File: src/rtl/spiker_pkg.sv
// spiker_pkg: shared feeder state type and default spike vector widths
package spiker_pkg;
    typedef enum logic [0:0] {IDLE, RUN} feeder_state_t;
    localparam int SPK_N_IN  = 4;
    localparam int SPK_N_OUT = 2;
endpackage

File: src/rtl/sync_fifo.sv
// sync_fifo: registered FIFO with wrapping pointers (extra MSB distinguishes full from empty)
// Ports: clk, rst (async), flush (sync clear), push/pop (pre-qualified by the caller),
//        wr_data in; head (entry at read pointer), full, empty, level out.
module sync_fifo #(
    parameter int WIDTH = 4,
    parameter int DEPTH = 8,
    localparam int AW = $clog2(DEPTH)
) (
    input  logic             clk,
    input  logic             rst,
    input  logic             flush,
    input  logic             push,
    input  logic             pop,
    input  logic [WIDTH-1:0] wr_data,
    output logic [WIDTH-1:0] head,
    output logic             full,
    output logic             empty,
    output logic [AW:0]      level
);
    logic [WIDTH-1:0] mem [DEPTH];
    logic [AW:0]      wr_ptr, rd_ptr;

    assign level = wr_ptr - rd_ptr;
    assign empty = wr_ptr == rd_ptr;
    assign full  = level == (AW+1)'(DEPTH);
    assign head  = mem[rd_ptr[AW-1:0]];

    always_ff @(posedge clk) begin
        if (push) mem[wr_ptr[AW-1:0]] <= wr_data;
    end

    always_ff @(posedge clk or posedge rst) begin
        if (rst) begin
            wr_ptr <= '0;
            rd_ptr <= '0;
        end else if (flush) begin
            wr_ptr <= '0;
            rd_ptr <= '0;
        end else begin
            if (push) wr_ptr <= wr_ptr + 1'b1;
            if (pop) rd_ptr <= rd_ptr + 1'b1;
        end
    end
endmodule

File: src/rtl/spike_feeder.sv
// spike_feeder: buffers host spike vectors, runs the network sample handshake, counts output spikes
// Ports: clk, rst (async), flush; wr_valid/wr_spikes/wr_ready upstream write;
//        net_ready/net_sample/net_out_spikes from network; net_start/net_sample_ready/
//        net_in_spikes to network; out_cnt, level, busy, underrun status.
module spike_feeder
    import spiker_pkg::*;
#(
    parameter int N_IN  = SPK_N_IN,
    parameter int N_OUT = SPK_N_OUT,
    parameter int DEPTH = 8,
    parameter int CNT_W = 8
) (
    input  logic                     clk,
    input  logic                     rst,
    input  logic                     flush,
    input  logic                     wr_valid,
    input  logic [N_IN-1:0]          wr_spikes,
    output logic                     wr_ready,
    input  logic                     net_ready,
    input  logic                     net_sample,
    input  logic [N_OUT-1:0]         net_out_spikes,
    output logic                     net_start,
    output logic                     net_sample_ready,
    output logic [N_IN-1:0]          net_in_spikes,
    output logic [N_OUT*CNT_W-1:0]   out_cnt,
    output logic [$clog2(DEPTH):0]   level,
    output logic                     busy,
    output logic                     underrun
);
    feeder_state_t                  state, state_nx;
    logic                           seen_busy, full, empty, push, pop, start;
    logic [N_IN-1:0]                head;
    logic [N_OUT-1:0][CNT_W-1:0]    cnt;

    assign wr_ready         = !full;
    assign push             = wr_valid && !full;
    assign busy             = state == RUN;
    assign net_start        = busy;
    assign net_sample_ready = busy && !empty;
    assign pop              = net_sample && net_sample_ready;
    assign net_in_spikes    = empty ? '0 : head;
    assign out_cnt          = cnt;

    sync_fifo #(.WIDTH(N_IN), .DEPTH(DEPTH)) u_fifo (
        .clk(clk), .rst(rst), .flush(flush), .push(push), .pop(pop),
        .wr_data(wr_spikes), .head(head), .full(full), .empty(empty), .level(level)
    );

    // Leaving RUN waits for the network to have gone busy at least once, so an
    // idle net_ready right after start is not mistaken for completion.
    always_comb begin
        state_nx = (state == IDLE) ? ((!empty && net_ready) ? RUN : IDLE)
                                   : ((seen_busy && net_ready && empty) ? IDLE : RUN);
        start    = (state == IDLE) && (state_nx == RUN);
    end

    always_ff @(posedge clk or posedge rst) begin
        if (rst) begin
            state     <= IDLE;
            seen_busy <= 1'b0;
            underrun  <= 1'b0;
            cnt       <= '0;
        end else if (flush) begin
            state     <= IDLE;
            seen_busy <= 1'b0;
            underrun  <= 1'b0;
            cnt       <= '0;
        end else begin
            state     <= state_nx;
            seen_busy <= start ? 1'b0 : (seen_busy || (busy && !net_ready));
            underrun  <= underrun || (net_sample && busy && empty);
            if (start) cnt <= '0;
            else if (pop) begin
                for (int i = 0; i < N_OUT; i++)
                    if (net_out_spikes[i] && cnt[i] != '1) cnt[i] <= cnt[i] + 1'b1;
            end
        end
    end
endmodule

File: config.mk
export PLATFORM = sky130hd
export DESIGN_NAME = spike_feeder
export DESIGN_NICKNAME = d
export VERILOG_FILES = /design/src/rtl/spiker_pkg.sv /design/src/rtl/sync_fifo.sv /design/src/rtl/spike_feeder.sv
export SDC_FILE = /design/constraint.sdc
export NUM_CORES = 1
export LEC_CHECK = 0
export ABC_CLOCK_PERIOD_IN_PS = 4600
export CELL_PAD_IN_SITES_DETAIL_PLACEMENT = 0
export CELL_PAD_IN_SITES_GLOBAL_PLACEMENT = 1
export CORE_ASPECT_RATIO = 0.7
export CORE_UTILIZATION = 42
export DETAILED_ROUTE_END_ITERATION = 10
export HOLD_SLACK_MARGIN = 0.05
export PLACE_DENSITY = 0.73
export REMOVE_ABC_BUFFERS = 1
export SYNTH_ARGS = -nofsm -noshare
export SYNTH_HDL_FRONTEND = slang
export SYNTH_SLANG_ARGS = --single-unit
File: constraint.sdc
create_clock -name clk -period 4.6 [get_ports clk]
set_input_delay 0.69 -clock clk [delete_from_list [all_inputs] [get_ports clk]]
set_output_delay 0.69 -clock clk [all_outputs]
set_load 0.01 [all_outputs]
==> impl_metrics.yaml <==
power:
  p_int_mw: 0.910
  fin_total_pwr_mw: 1.25
  clkPwrFrac_pct: 38.0
  p_per_area_nw_per_um2: 340
  sw_frac_of_total_pct: 27.0
  combinationalPowerShare_pct: 14.6
  power.switching_mw: 0.337
  leakage_nw: 1.31
  vdd_ir_drop_max_uv: 173
  pwr-share-seq_pct: 47.4
worst_setup_path:
  path_max_fanout: 12
  r2r-start: "u_fifo.rd_ptr[2]"
  critical_path_required_ns: 3.91
  regToRegEndpoint: "u_fifo.mem[3][2]"
  worstSetupStartpointType: "flip-flop"
  criticalPathCategory: "flip-flop to primary output"
  cp.arrival_ns: 3.05
  end_kind: "primary output"
  r2r_setup_slack_ns: 1.48
  rr_worst_depth: 6
finish:
  antenna_cells: 0
  syn_to_final_growth_pct: 22.4
  fin_nets: 308
  layout-drive-gt1-share_pct: 11.9
grt:
  grt_pass1_wl_mm: 10.6
  antenna_found_initial: 0
  grt_max_degree: 28
  grt.overflow.total: 0
  grt_pass1_vias: 1984
  grt_util_all_layers_pct: 19.8
yosys:
  yosysTopAreaCellShare_pct: 32.1
  ys_ff_latch: 59
  synth_cell_types: 44
  yosysSeqAreaShare_pct: 54.6
  synthAdderAreaFrac_pct: 3.59
  synthArstFlopShare_pct: 45.8
  synthFlopType: "edfxtp_1"
  synth_top_cells_by_area: "edfxtp_1, dfrtp_1, mux4_2, a21oi_1, ha_1"
  synth_edf_count: 32
  synth-simple-area-share_pct: 18.0
  synth.most_common_cell: "edfxtp_1"
  synth_top_family_by_area: "simple AND/OR/NAND/NOR gates"
  syn_area_um2: 3000
  avgSynthCellArea_um2: 12.1
  yosys_warnings: 0
  synth_compound_area_share_pct: 9.61
  synth_commonest_cells: "edfxtp_1, dfrtp_1, a21oi_1"
  synth-xor-area-share_pct: 2.01
  synth.area.mux_share_pct: 8.81
  synth.largest_area_cell: "edfxtp_1"
  synthCells: 247
place:
  place_congestion: 0.803
  port_buffers: 40
  post-dp-hpwl_mm: 4.66
clock_tree:
  clk_latency_ns: 0.34
  clock-sinks: 59
  root_buffer: "clkbuf_8"
  htree_num_levels: 3
  cts_tree: "built"
  cts_buffers: 9
  post_cts_resized: 0
  clkTransAtPathRegs_ns: 0.07
  clk_path_buf_depth: 2
  ctsHoldBuffers: 0
  post_cts_buffers: 0
sta:
  worstMarginPinSlew_ns: 0.883
  setup_violations: 0
  rsz0062_at_grt: "no"
  min_period_over_period_pct: 81.3
  final_hold_viol_count: 0
  fmax_ghz: 0.268
  slew_viol_final: 0
  clock_skew_ns: 0.0105
  tns_ns: 0
  slew_headroom_pct: 40.3
  fin_crit_ns: 3.74
flow_run:
  drv_cap: 0
worst_hold_path:
  min_path_cells: 2
  worstHoldEndpoint: "underrun"
  hp-start: "underrun"
  hold_class: "flip-flop to flip-flop"
die:
  ios: 41
  core_um2: 6820
  die_h_um: 72.7
  die-area_um2: 7480
  initial_core_util_pct: 43.9
  die_x_um: 103
  fp-row-count: 25
detailed_routing:
  drcViolationCount: 0
  wl_per_cell_um: 16.9
  vias_per_cell: 5.55
  drt_iter0_drc: 88
  first_pass_iters: 4
  via_count: 2146
  antenna_left: 0
  wl_mm: 6.55
run_status:
  outcome: "completed"
-- cells in the final DEF (no fill, tap or decap), types with 5 or more instances in the layout --
cell type,Yosys,layout
inv_1,12,12
clkbuf_8,0,9
dfrtp_1,27,27
a21oi_1,21,21
o31ai_1,8,8
nor2_1,13,13
ha_1,7,7
edfxtp_1,32,32
nand4_1,9,9
clkdlybuf4s50_1,0,40
nand2_1,17,17
xnor2_1,5,5
mux4_2,8,8
or4_1,8,8
nand3b_1,6,6
mux2i_1,5,5
-- registers in the layout, indices dropped and copies added (netlist names) --
signal         cells
busy               1
out_cnt           16
seen_busy          1
u_fifo.mem        32
u_fifo.rd_ptr      4
u_fifo.wr_ptr      4
underrun           1
-- power by group through the flow --
stage	Clock (mW)	Combinational, mW	Sequential [mW]
finish	0.474	0.182	0.591
detailed placement	0	0.182	0.602
global route	0.509	0.198	0.593
CTS	0.485	0.183	0.591
floorplan	0	0.0989	0.599
global placement	0	0.180	0.601
-- cell families after synthesis --
group / Yosys count
xor+xnor: 6
simple gates: 91
compound gates: 44
fa+ha+maj: 8
buf+inv: 23
flops: 59
mux: 16
-- routing by layer --
layer  part of all wire, %  track usage, %  routed length (µm)
met5                     0               0                   0
met4                   1.2            6.89                  78
met3                   4.7            6.42                 306
met2                    43            26.6                2800
met1                    51            29.9                3360
-- how the worst max path moves through the flow --
stage | start | slack [ns] | depth (start not counted) | end
detailed placement | u_fifo.rd_ptr[0] | 1.17 | 6 | wr_ready
finish | u_fifo.rd_ptr[0] | 0.86 | 6 | wr_ready
floorplan | u_fifo.rd_ptr[0] | 1.76 | 6 | u_fifo.mem[1][0]
global route | u_fifo.rd_ptr[0] | 0.62 | 6 | wr_ready
CTS | u_fifo.rd_ptr[0] | 0.80 | 6 | wr_ready
global placement | u_fifo.rd_ptr[0] | 1.27 | 6 | wr_ready
-- layout make-up --
type	instances	area, µm²
Clock buffer	9	124
Timing Repair Buffer	41	408
Sequential cell	59	1640
Fill cell	596	3150
Multi-Input combinational cell	165	1260
Inverter	12	45.0
Clock inverter	7	76.3
Tap cell	94	118
-- metrics by stage --
| step | hold WS, ns | instance area, µm² | setup slack (ns) | instances | utilization, % |
|---|---|---|---|---|---|
| finish | 0.500 | 3670 | 0.862 | 387 | 53.8 |
| global route | 0.524 | 3670 | 0.624 | 387 | 53.8 |
| CTS | 0.508 | 3670 | 0.799 | 387 | 53.8 |
| detailed placement | 0.491 | 3470 | 1.17 | 371 | 50.8 |
| global placement | 0.477 | 3470 | 1.27 | 371 | 50.8 |
| floorplan | 0.463 | 2940 | 1.76 | 236 | - |
-- critical path, stage by stage, from the launching register on --
cell	delay, ns
dfrtp_1	0.61
ha_1	0.34
fa_1	0.48
inv_1	0.05
nor3_1	0.59
nand2_1	0.12
clkdlybuf4s50_1	0.52
No activity file was read; power rests on OpenSTA's default activity.
